==> src/rtl/decode_issue_pkg.sv <==
// Shared definitions for the decode/issue stage: RV32I opcodes, the
// reservation-station one-hot select, immediate formats and the issue bundle.
package decode_issue_pkg;

    localparam int XLEN         = 32;
    localparam int THREAD_WIDTH = 2;
    localparam int INSTR_WIDTH  = 32;

    localparam logic [6:0] OPC_OP     = 7'b0110011;
    localparam logic [6:0] OPC_OP_IMM = 7'b0010011;
    localparam logic [6:0] OPC_LUI    = 7'b0110111;
    localparam logic [6:0] OPC_AUIPC  = 7'b0010111;
    localparam logic [6:0] OPC_LOAD   = 7'b0000011;
    localparam logic [6:0] OPC_STORE  = 7'b0100011;
    localparam logic [6:0] OPC_BRANCH = 7'b1100011;
    localparam logic [6:0] OPC_JAL    = 7'b1101111;
    localparam logic [6:0] OPC_JALR   = 7'b1100111;

    typedef enum logic [2:0] {
        RS_NONE = 3'b000,
        RS_ALU  = 3'b001,
        RS_LSU  = 3'b010,
        RS_BR   = 3'b100
    } rs_sel_e;

    typedef enum logic [2:0] {
        IMM_NONE,
        IMM_I,
        IMM_S,
        IMM_B,
        IMM_U,
        IMM_J
    } imm_type_e;

    typedef struct packed {
        rs_sel_e                 rs;
        logic [THREAD_WIDTH-1:0] thread_id;
        logic [XLEN-1:0]         pc;
        logic [4:0]              rd;
        logic [4:0]              rs1;
        logic [4:0]              rs2;
        logic [2:0]              funct3;
        logic                    funct7b5;
        logic [6:0]              opcode;
        logic [XLEN-1:0]         imm;
        logic                    illegal;
    } issue_t;

    // Unknown opcodes go to the ALU so the illegal-instruction exception
    // is raised in program order.
    function automatic rs_sel_e opcode_rs(input logic [6:0] opcode);
        case (opcode)
            OPC_LOAD, OPC_STORE:            return RS_LSU;
            OPC_BRANCH, OPC_JAL, OPC_JALR:  return RS_BR;
            default:                        return RS_ALU;
        endcase
    endfunction

endpackage

==> src/rtl/decode_issue_imm_gen.sv <==
// Immediate generator: classifies the RV32I immediate format from the opcode
// and produces the sign-extended immediate. Purely combinational.
//   instr    : raw instruction
//   imm_type : immediate format (IMM_NONE for OP and unrecognised opcodes)
//   imm      : sign-extended immediate, zero when imm_type is IMM_NONE
module decode_issue_imm_gen
    import decode_issue_pkg::*;
(
    input  logic [INSTR_WIDTH-1:0] instr,
    output imm_type_e              imm_type,
    output logic [XLEN-1:0]        imm
);

    always_comb begin
        imm_type = IMM_NONE;
        case (instr[6:0])
            OPC_OP_IMM, OPC_LOAD, OPC_JALR: imm_type = IMM_I;
            OPC_STORE:                      imm_type = IMM_S;
            OPC_BRANCH:                     imm_type = IMM_B;
            OPC_LUI, OPC_AUIPC:             imm_type = IMM_U;
            OPC_JAL:                        imm_type = IMM_J;
            default:                        imm_type = IMM_NONE;
        endcase
    end

    always_comb begin
        imm = '0;
        case (imm_type)
            IMM_I: imm = {{(XLEN-12){instr[31]}}, instr[31:20]};
            IMM_S: imm = {{(XLEN-12){instr[31]}}, instr[31:25], instr[11:7]};
            IMM_B: imm = {{(XLEN-13){instr[31]}}, instr[31], instr[7],
                          instr[30:25], instr[11:8], 1'b0};
            IMM_U: imm = XLEN'($signed({instr[31:12], 12'b0}));
            IMM_J: imm = {{(XLEN-21){instr[31]}}, instr[31], instr[19:12],
                          instr[20], instr[30:21], 1'b0};
            default: imm = '0;
        endcase
    end

endmodule

==> src/rtl/decode_issue.sv <==
// Decode/issue stage: pops the fall-through fetch FIFO, decodes the RV32I
// fields and holds the result in a single-entry issue register until the
// selected reservation station accepts it.
//   clk, rst                  : clock, async active-high reset
//   stall_i                   : global freeze (no pop, no issue)
//   fifo_*_i / decode_ack_o   : FIFO head and pop strobe
//   flush_i, flush_thread_i   : discard head and issue entry of one thread
//   rs_ready_i                : per-station accept {BR, LSU, ALU}
//   issue_*_o                 : issue register contents, issue_cnt_o counts fires
//
// state | meaning
// EMPTY | issue register free, any unflushed head is loaded
// FULL  | issue register valid, waiting for its station to accept
module decode_issue
    import decode_issue_pkg::*;
#(
    parameter int XLEN         = decode_issue_pkg::XLEN,
    parameter int THREAD_WIDTH = decode_issue_pkg::THREAD_WIDTH,
    parameter int INSTR_WIDTH  = decode_issue_pkg::INSTR_WIDTH
) (
    input  logic                    clk,
    input  logic                    rst,
    input  logic                    stall_i,
    input  logic                    fifo_empty_i,
    input  logic [THREAD_WIDTH-1:0] fifo_thread_id_i,
    input  logic [XLEN-1:0]         fifo_pc_i,
    input  logic [INSTR_WIDTH-1:0]  fifo_instr_i,
    output logic                    decode_ack_o,
    input  logic                    flush_i,
    input  logic [THREAD_WIDTH-1:0] flush_thread_i,
    input  logic [2:0]              rs_ready_i,
    output logic                    issue_valid_o,
    output logic [2:0]              issue_rs_o,
    output logic [THREAD_WIDTH-1:0] issue_thread_id_o,
    output logic [XLEN-1:0]         issue_pc_o,
    output logic [4:0]              issue_rd_o,
    output logic [4:0]              issue_rs1_o,
    output logic [4:0]              issue_rs2_o,
    output logic [2:0]              issue_funct3_o,
    output logic                    issue_funct7b5_o,
    output logic [6:0]              issue_opcode_o,
    output logic [XLEN-1:0]         issue_imm_o,
    output logic                    issue_illegal_o,
    output logic [31:0]             issue_cnt_o
);

    typedef enum logic {ST_EMPTY, ST_FULL} state_e;

    state_e      state_q, state_d;
    issue_t      issue_q, issue_d, head_dec;
    logic [31:0] cnt_q, cnt_d;
    imm_type_e   head_imm_type;
    logic [XLEN-1:0] head_imm;
    logic        head_flushed, issue_flushed, fire, pop, load;

    decode_issue_imm_gen u_imm_gen (
        .instr    (fifo_instr_i),
        .imm_type (head_imm_type),
        .imm      (head_imm)
    );

    always_comb begin
        head_dec           = '0;
        head_dec.rs        = opcode_rs(fifo_instr_i[6:0]);
        head_dec.thread_id = fifo_thread_id_i;
        head_dec.pc        = fifo_pc_i;
        head_dec.rd        = fifo_instr_i[11:7];
        head_dec.rs1       = fifo_instr_i[19:15];
        head_dec.rs2       = fifo_instr_i[24:20];
        head_dec.funct3    = fifo_instr_i[14:12];
        head_dec.funct7b5  = fifo_instr_i[30];
        head_dec.opcode    = fifo_instr_i[6:0];
        head_dec.imm       = head_imm;
        // OP is the only legal opcode without an immediate format.
        head_dec.illegal   = (head_imm_type == IMM_NONE) && (fifo_instr_i[6:0] != OPC_OP);
    end

    always_comb begin
        state_d       = state_q;
        issue_d       = issue_q;
        head_flushed  = flush_i && (fifo_thread_id_i == flush_thread_i);
        // Flush of the held entry wins over acceptance and ignores stall.
        issue_flushed = (state_q == ST_FULL) && flush_i &&
                        (issue_q.thread_id == flush_thread_i);
        fire          = (state_q == ST_FULL) && |(issue_q.rs & rs_ready_i) &&
                        !stall_i && !issue_flushed;
        pop           = !rst && !fifo_empty_i && !stall_i &&
                        (head_flushed || (state_q == ST_EMPTY) || fire);
        load          = pop && !head_flushed;
        cnt_d         = cnt_q + {31'b0, fire};

        if (issue_flushed) begin
            state_d = ST_EMPTY;
            issue_d = '0;
        end else if (load) begin
            state_d = ST_FULL;
            issue_d = head_dec;
        end else if (fire) begin
            state_d = ST_EMPTY;
            issue_d = '0;
        end
    end

    always_ff @(posedge clk or posedge rst) begin
        if (rst) begin
            state_q <= ST_EMPTY;
            issue_q <= '0;
            cnt_q   <= '0;
        end else begin
            state_q <= state_d;
            issue_q <= issue_d;
            cnt_q   <= cnt_d;
        end
    end

    assign decode_ack_o      = pop;
    assign issue_valid_o     = (state_q == ST_FULL);
    assign issue_rs_o        = issue_q.rs;
    assign issue_thread_id_o = issue_q.thread_id;
    assign issue_pc_o        = issue_q.pc;
    assign issue_rd_o        = issue_q.rd;
    assign issue_rs1_o       = issue_q.rs1;
    assign issue_rs2_o       = issue_q.rs2;
    assign issue_funct3_o    = issue_q.funct3;
    assign issue_funct7b5_o  = issue_q.funct7b5;
    assign issue_opcode_o    = issue_q.opcode;
    assign issue_imm_o       = issue_q.imm;
    assign issue_illegal_o   = issue_q.illegal;
    assign issue_cnt_o       = cnt_q;

endmodule

==> config.mk <==
export PLATFORM = sky130hd
export DESIGN_NAME = decode_issue
export DESIGN_NICKNAME = d
export VERILOG_FILES = /design/src/rtl/decode_issue_pkg.sv /design/src/rtl/decode_issue_imm_gen.sv /design/src/rtl/decode_issue.sv
export SDC_FILE = /design/constraint.sdc
export NUM_CORES = 1
export LEC_CHECK = 0
export ABC_AREA = 1
export CAP_MARGIN = 20
export CORE_MARGIN = 3
export CORE_UTILIZATION = 35
export CTS_CLUSTER_DIAMETER = 150
export DETAILED_ROUTE_END_ITERATION = 7
export GPL_TIMING_DRIVEN = 1
export PLACE_DENSITY = 0.71
export SYNTH_ARGS = -nofsm -noshare
export SYNTH_HDL_FRONTEND = slang
export SYNTH_SLANG_ARGS = --single-unit
==> constraint.sdc <==
create_clock -name clk -period 13.1 [get_ports clk]
set_input_delay 3.275 -clock clk [delete_from_list [all_inputs] [get_ports clk]]
set_output_delay 3.275 -clock clk [all_outputs]
set_load 0.005 [all_outputs]
## Word level (Yosys, flattened, before mapping)

Cells that the tools add are included.

| operators by class | value |
|---|---|
| add/subtract/negate cells | 1 |
| equal/unequal tests | 16 |
| mux-type cells | 9 |
| bitwise logic cells | 2 |
| reduce and logical (&&, ||, !) cells | 25 |

Operators with widths:

| kind | count |
|---|---|
| $mux W96 | 3 |
| $pmux W32 S5 | 1 |
| $add A32 B1 Y32 | 1 |
| $eq A7 B7 Y1 const B | 3 |
| $pmux W3 S5 | 1 |
| $eq A7 B5 Y1 const B | 2 |
| $eq A7 B6 Y1 const B | 2 |
| $logic_and A1 B1 Y1 | 11 |
| $reduce_or A3 Y1 | 3 |
| $eq A7 B2 Y1 const B | 1 |
| $ne A7 B6 Y1 const B | 1 |
| $eq A3 B2 Y1 const B | 2 |
| $eq A3 B3 Y1 const B | 2 |
| $pmux W3 S2 | 1 |
| $logic_not A1 Y1 | 5 |
| $eq A2 B2 Y1 | 2 |
| $reduce_or A2 Y1 | 2 |
| $and A3 B3 Y3 | 1 |
| $eq A3 B1 Y1 const B | 1 |
| $logic_not A3 Y1 | 1 |
| $mux W1 | 3 |
| $reduce_bool A3 Y1 | 1 |
| $logic_or A1 B1 Y1 | 2 |
| $not A1 Y1 | 1 |

| storage, ports and cells | value |
|---|---|
| bits in registers | 129 |
| output and inout port bits | 130 |

## Longest topological paths before layout

Gate-level depths: netlist of run 1.

| depth | value |
|---|---|
| depth in word-level cells | 10 |
| gate-level depth with buffers | 12 |
| mapped depth without buffers | 12 |

## Modules after synthesis

From an unflattened synthesis of run 1, not the netlist that was laid out.

| second synthesis, totals | value |
|---|---|
| cell total of the unflattened synthesis | 836 |
| area, all modules | 6797.8 um^2 |

By module, submodules not included:

| module | times used | cells an instance | area each (um^2) | seq. area each (um^2) |
|---|---|---|---|---|
| decode_issue | 1 | 671 | 6009.5 | 3228.1 |
| decode_issue_imm_gen | 1 | 165 | 788.3 | 0.0 |

## Worst setup path after synthesis of run 1

Ideal clock, no wire load.

| path | value |
|---|---|
| kind | input to output |
| start | input port flush_thread_i[1] |
| end | output port decode_ack_o |
| data arrival time | 4.059 ns |
| data required time | 9.825 ns |
| setup slack | 5.766 ns |
| stages on the path | 8 |
| path buffers | 1 |
| cell sequence | inv_1 > nand2_1 > nand3_1 > nor2_1 > nor2_1 > nor2_4 > nor2_8 > buf_2 |

| between the ends | value |
|---|---|
| cells in the longest elaborated chain, start to end | 6 |
| elaborated cells between the ends (all ways) | 9 |
| those cells by class | 2 x eq/ne; 7 x reduce/logical |

Ends and longest elaborated chain:

| item | RTL line | RTL |
|---|---|---|
| from (decl) | decode_issue.sv:30 | `input logic [THREAD_WIDTH-1:0] flush_thread_i,` |
| $eq A2 B2 Y1 | decode_issue.sv:84 | `(issue_q.thread_id == flush_thread_i);` |
| $logic_and A1 B1 Y1 | decode_issue.sv:83 | `issue_flushed = (state_q == ST_FULL) && flush_i &&` |
| $logic_not A1 Y1 | decode_issue.sv:86 | `!stall_i && !issue_flushed;` |
| $logic_and A1 B1 Y1 | decode_issue.sv:86 |  |
| $logic_or A1 B1 Y1 * | decode_issue.sv:88 | `(head_flushed \|\| (state_q == ST_EMPTY) \|\| fire);` |
| $logic_and A1 B1 Y1 * | decode_issue.sv:87 | `pop = !rst && !fifo_empty_i && !stall_i &&` |
| to (decl) | decode_issue.sv:28 | `output logic decode_ack_o,` |

Every way passes the cells marked *; elsewhere a longest branch is shown, timed or not.

## Worst setup path in the final report of run 1

| path | value |
|---|---|
| start | input port stall_i |
| end | output port decode_ack_o |

| between the ends | value |
|---|---|
| cells in the longest elaborated chain, start to end | 5 |
| elaborated cells between the ends (all ways) | 6 |
| those cells by class | 6 x reduce/logical |

Ends and longest elaborated chain:

| item | RTL line | RTL |
|---|---|---|
| from (decl) | decode_issue.sv:23 | `input logic stall_i,` |
| $logic_not A1 Y1 * | decode_issue.sv:86, decode_issue.sv:87 |  |
| $logic_and A1 B1 Y1 | decode_issue.sv:85 | `fire = (state_q == ST_FULL) && \|(issue_q.rs & rs_ready_i) &&` |
| $logic_and A1 B1 Y1 | decode_issue.sv:86 |  |
| $logic_or A1 B1 Y1 | decode_issue.sv:88 |  |
| $logic_and A1 B1 Y1 * | decode_issue.sv:87 |  |

Marked as above.

==> run metrics, run 1 <==
Non-Filler Instances=1240; Post-synth top flop=dfrtp_1; CP Capture Type=output port; CP delay by family, top=buffers and inverters; WP buf/inv=3; Tmin final=8.783 ns; Worst path slowest cell=nor3_1; Synth Area per Inst=7.974 sq um; DRC=0; # rows=49; average wire per cell in the routed design=16.51 microns; Post-Synth XOR/XNOR Area=4.028%; sequential group share of total power=37.3%; cell count after synthesis=818; required time worst endpoint=9.82 ns; synthesized cell area=0.006523 sq mm; worst slew pin tran=1.069 ns; setup violators final=0; H-tree depth=4; FILL cells=1700; post-synthesis cell type count=24; most frequent cell after synthesis=nand3_1; most common library cells after synthesis=261 x nand3_1, 211 x nand2_1, 129 x dfrtp_1; Worst EP arrival=5.51 ns; status=completed; MaxCap Viol Count=0; crit path cell chain=clkdlybuf4s50_1 > nor3_1 > inv_2 > nor2_8 > clkdlybuf4s50_1; Area Overhead vs Synth=42.87%; Post-DP HPWL=14.17 mm; main combinational cell family by area after synthesis=simple AND/OR/NAND/NOR gates; Crit path depth=5; max frequency=113.9 MHz; Internal=1.066 mW; peak supply drop=89.15 uV; setup TNS=0 ns; Via Count=6401; pwr dens=160.2 mW/mm^2; Seq cells post-synth=129; Sw Pwr=0.4266 mW; r2r worst-path depth=12; proportion of synthesized area in mux cells=0%; port buffer count=205; Mapped Nets=896; cts bufs inserted=17; quantity of gates resized following cts=0; post-synth top area cell=dfrtp_1; largest net degree at the start of global routing=97; crit start category=input port; Synth Area in Compound Gates=0.2302%; total wire length=20.47 mm; layout cells sized above 1=5.045%; Synth Area in Simple Gates=39.50%; Final Hold Fails=0; Die Wd=142.5 microns; GPL Wtd Cong=0.9421; grt total ovfl=0; Cells on Worst Hold Path=1; Worst Path Max Fanout=21; Ports=206; Setup CP Type=input port to output port; initial antenna violation count=0; global-route wire length before repair=32.53 mm; Async SR Flop Fraction=100.0%; Hold WC Path Type=flop to flop; 1st-iter DRT viols=427; Core ar.=0.01815 sq mm; Hold-fix buffers, CTS=0; CTS Buffer Depth=2; die area=0.02031 sq mm; ANT nets after route=0; post-synthesis sequential area ratio=49.49%; first-pass iteration count of the detailed router=5; EDFF count, synth=0; placed cell count=1208; worst skew pair latency=0.42 ns; Sink Count=129; initial core utilization=35.94%; Via-to-Cell Ratio=5.162; Ant. Diodes=0; Static Leak=4.565 nW; cell mode on critical path=clkdlybuf4s50_1; CTS tree=built; clock share of power=34.1%; CTS root buf=clkbuf_16; unrepaired setup endpoints after global routing=false; Yosys top cell area share=49.49%; critical path's largest stage delay=0.66 ns; Die Ht=142.5 microns; max-slew violations=0; Max transition margin=28.74%; Post-layout nets=1076; Sw Ratio=28.58%; GRT Total Usage=20.05%; vias in the first global route=6153; Post-Synth Adder-Cell Area=0.3837%; Tcrit/Tclk final=67.04%; CTS clock-pin slew for the worst setup and hold paths=0.06 ns; setup bufs post-CTS=0; main area contributors after synthesis=dfrtp_1 49%, nand3_1 20%, nand2_1 12%, inv_1 2.5%, xor2_1 2.4%; clk_skew=0.009846 ns; YS warnings=0; Comb power frac=28.7%
metrics by stage:
step           hold WS (ns)  util (%)  instance area (sq um)  power (mW)  setup slack [ns]
2_1_floorplan        0.4676         -                   6523      0.7163             5.766
3_3_place_gp         0.4611     47.86                   8685      0.9904             4.340
3_5_place_dp         0.4839     47.86                   8685      0.9971             4.306
4_1_cts              0.4913     51.35                   9319       1.513             4.301
5_1_grt              0.4995     51.35                   9319       1.579             4.231
6_report             0.4839     51.35                   9319       1.493             4.317
power groups by stage:
stage               clock (mW)  sequential [mW]  combinational, mW
floorplan                    0            0.566              0.150
global placement             0            0.559              0.431
detailed placement           0            0.562              0.435
CTS                      0.520            0.557              0.437
global route             0.540            0.569              0.470
finish                   0.508            0.557              0.428
cells in the final DEF, fill, tap and decap left out, types with 3 or more instances in the layout:
master / n
clkbuf_16: 17
bufinv_16: 4
nand2_1: 211
clkdlybuf4s50_1: 205
nand3b_1: 13
inv_6: 3
nand4_1: 6
inv_2: 3
xnor2_1: 12
nand3_1: 261
dfrtp_1: 129
nor2_1: 36
clkinv_2: 4
buf_4: 5
inv_1: 42
xor2_1: 18
nor3_1: 22
nor2_4: 3
sequential cells by signal, indices dropped and copies added, names as in the netlist:
signal and flops:
issue_funct7b5_o 1, issue_illegal_o 1, issue_thread_id_o 2, issue_opcode_o 7
issue_pc_o 32, issue_rs_o 3, issue_rs1_o 5, issue_funct3_o 3
issue_cnt_o 32, issue_valid_o 1, issue_imm_o 32, issue_rd_o 5
issue_rs2_o 5
kinds of logic (layout without fill, tap and decap cells):
kind of cell	count (synthesis)	after routing
AND/OR/NAND/NOR	559	559
flip-flops	129	129
buffers and inverters	96	289
XOR/XNOR	30	30
adder cells (fa/ha/maj)	2	2
AO/OA/AOI/OAI	2	2
cell type report:
class / instances / area, sq um / share of cell area [%]
clock buffers: 19 / 452.9 / 4.860
clock inverters: 13 / 181.4 / 1.947
inverters: 47 / 181.4 / 1.947
multi-input cells: 593 / 2899 / 31.11
flip-flops and latches: 129 / 3228 / 34.64
well taps: 229 / 286.5 / 3.075
repair buffers: 210 / 2090 / 22.42
routing by layer:
layer / global-route usage, % / routed length [microns] / up-vias
li1: - / - / 3079
met1: 25.73 / 8627 / 3009
met2: 31.78 / 9713 / 279
met3: 6.956 / 1768 / 34
met4: 6.703 / 363 / 0
met5: 0 / 0 / -
final timing paths:
path / startpoint / to / slack (ns)
min in group asynchronous: rst / issue_cnt_o[9] / 3.31
max in group asynchronous: rst / issue_imm_o[23] / 8.44
hold / removal: issue_cnt_o[31] / issue_cnt_o[31] / 0.48
setup / recovery: stall_i / decode_ack_o / 4.32
setup reg to reg: issue_thread_id_o[0] / issue_cnt_o[17] / 10.65
hold reg to reg: issue_cnt_o[31] / issue_cnt_o[31] / 0.48
Note: power is estimated with default switching activity, not from simulation.
==> run 2, diff against run 1 <==
Clock period 13.1 ns to 9.1 ns, I/O delays scaled along.
==> run 2 against run 1 <==
  * Sequential cell count unchanged
  * Global-route usage barely moved
  * Routed wire length is 1.1% higher
  * Clock-buffer cell count fell by 2
  * Critical path type unchanged
  * Largest cell class unchanged
==> run metrics, run 2 (synthesized netlist as in run 1, its figures left out) <==
worst skew pair latency=0.42 ns (about the same); CTS tree=built; cts bufs inserted=17 (unchanged); setup violators final=0 (unchanged); Tmin final=6.846 ns; max frequency=146.1 MHz; peak supply drop=124.5 uV (+40%); Hold WS=0.4864 ns (+0.002551 ns); Post-layout nets=1076 (unchanged); ANT nets after route=0 (unchanged); cell mode on critical path=clkdlybuf4s50_1; Non-Filler Instances=1240 (unchanged); Via-to-Cell Ratio=5.184 (+0.42%); Worst path slowest cell=clkdlybuf4s50_1; grt total ovfl=0 (unchanged); setup TNS=0 ns (unchanged); CTS clock-pin slew for the worst setup and hold paths=0.06 ns (about the same); port buffer count=205 (unchanged); most common cell after layout, fill and taps aside=nand3_1; commonest cells after routing, fill and taps aside=261 x nand3_1, 211 x nand2_1, 205 x clkdlybuf4s50_1; average wire per cell in the routed design=16.70 microns (+1.1%); Ant. Diodes=0 (unchanged); 1st-iter DRT viols=398 (-6.8%); die area=0.02031 sq mm (unchanged); overall power=2.120 mW (+42%); Max transition margin=34.90% (+6.2 points); Setup CP Type=input port to output port; Ports=206 (unchanged); required time worst endpoint=6.83 ns (-2.99 ns); Core ar.=0.01815 sq mm (unchanged); max-slew violations=0 (unchanged); # rows=49 (unchanged); WP buf/inv=3 (unchanged); crit start category=input port; Via Count=6428 (+0.42%); placed cell count=1208 (unchanged); GRT Total Usage=20.09% (+0.037 points); layout cells sized above 1=5.045% (unchanged); clk_skew=0.007010 ns (-0.002836 ns); Worst Path Max Fanout=23 (+9.5%); Area Overhead vs Synth=42.49%; first-pass iteration count of the detailed router=7 (+2); pwr dens=228.1 mW/mm^2 (+42%); quantity of gates resized following cts=0 (unchanged); initial core utilization=35.94% (unchanged); FILL cells=1734 (+2.0%); initial antenna violation count=0 (unchanged); unrepaired setup endpoints after global routing=false; CTS Buffer Depth=2 (unchanged); largest net degree at the start of global routing=85 (-12%); worst slew pin tran=0.9765 ns (-0.09241 ns); Tcrit/Tclk final=75.23%; CP delay by family, top=buffers and inverters; H-tree depth=4 (unchanged); DRC=0 (unchanged); crit path cell chain=clkdlybuf4s50_1 > inv_2 > a21boi_1 > nand3_4 > nand2_1 > nor2_4 > nor2_8 > clkdlybuf4s50_1; GPL Wtd Cong=0.9491 (+0.74%); setup bufs post-CTS=0 (unchanged); MaxCap Viol Count=0 (unchanged); Static Leak=4.546 nW (-0.42%); CP Capture Type=output port; Sink Count=129 (unchanged); status=completed; CTS root buf=clkbuf_16; vias in the first global route=6172 (+0.31%); global-route wire length before repair=32.52 mm (about the same); total wire length=20.71 mm (+1.1%); critical path's largest stage delay=0.57 ns (-0.09 ns); Post-DP HPWL=14.44 mm (+1.9%); Die Wd=142.5 microns (unchanged); Hold-fix buffers, CTS=0 (unchanged); Worst EP arrival=4.57 ns (-0.94 ns); Die Ht=142.5 microns (unchanged); Hold WC Path Type=flop to flop; Final Hold Fails=0 (unchanged)
[run 2: changes by cell type in the layout (fill, tap and decap cells not counted), sizes merged]
cell and change:
clkinvlp +1, clkbuf -2, inv +1, clkinv +1, bufinv -1
[run 2: through the flow]
step,utilization (%),setup WS (ns),cell area [sq um]
global placement,47.86,2.297,8685
finish,51.21,2.254,9294
detailed placement,47.86,2.251,8685
CTS,51.21,2.239,9294
global route,51.21,2.092,9294
floorplan,-,3.384,6523
[run 2: cell type report]
| type | count | area [sq um] | area share (%) |
|---|---|---|---|
| clock inverter | 15 | 183.9 | 1.979 |
| clock buffer | 17 | 425.4 | 4.577 |
| sequential | 129 | 3228 | 34.73 |
| multi-input combinational | 593 | 2899 | 31.19 |
| timing repair buffer | 210 | 2090 | 22.48 |
| tap | 229 | 286.5 | 3.083 |
| inverter | 47 | 181.4 | 1.952 |
[run 2: worst reg2reg max path: stages, from the launching register on]
cell and delay (ns):
dfrtp_1 0.43, inv_1 0.07, nand2_1 0.05, nand3_1 0.08
nor2_1 0.09, nor2_1 0.24, ha_1 0.28, ha_1 0.24
nand2_1 0.18, nor2_1 0.34, nand4_1 0.22, xnor2_1 0.18
[run 2: path summary, 6_finish.rpt]
path                                      start               to  slack [ns]  depth (start not counted)
min in group asynchronous                   rst   issue_cnt_o[9]        2.33                          2
setup / recovery              flush_thread_i[0]     decode_ack_o        2.25                          8
hold / removal                  issue_cnt_o[31]  issue_cnt_o[31]        0.49                          1
setup reg to reg           issue_thread_id_o[1]  issue_cnt_o[24]        6.58                         11
hold reg to reg                 issue_cnt_o[31]  issue_cnt_o[31]        0.49                          1
max in group asynchronous                   rst  issue_imm_o[26]        5.42                          3
[run 2: metal layers]
layer	vias up	global-route usage, %	wire [microns]
met5	-	0	0
met3	22	6.956	1740
li1	3081	-	-
met2	233	32.91	9939
met4	0	5.703	343
met1	3092	25.28	8683
[run 2: power by group]
| group | internal, mW | switching [mW] |
|---|---|---|
| combinational | 0.346 | 0.271 |
| clock | 0.433 | 0.269 |
| sequential | 0.716 | 0.0846 |
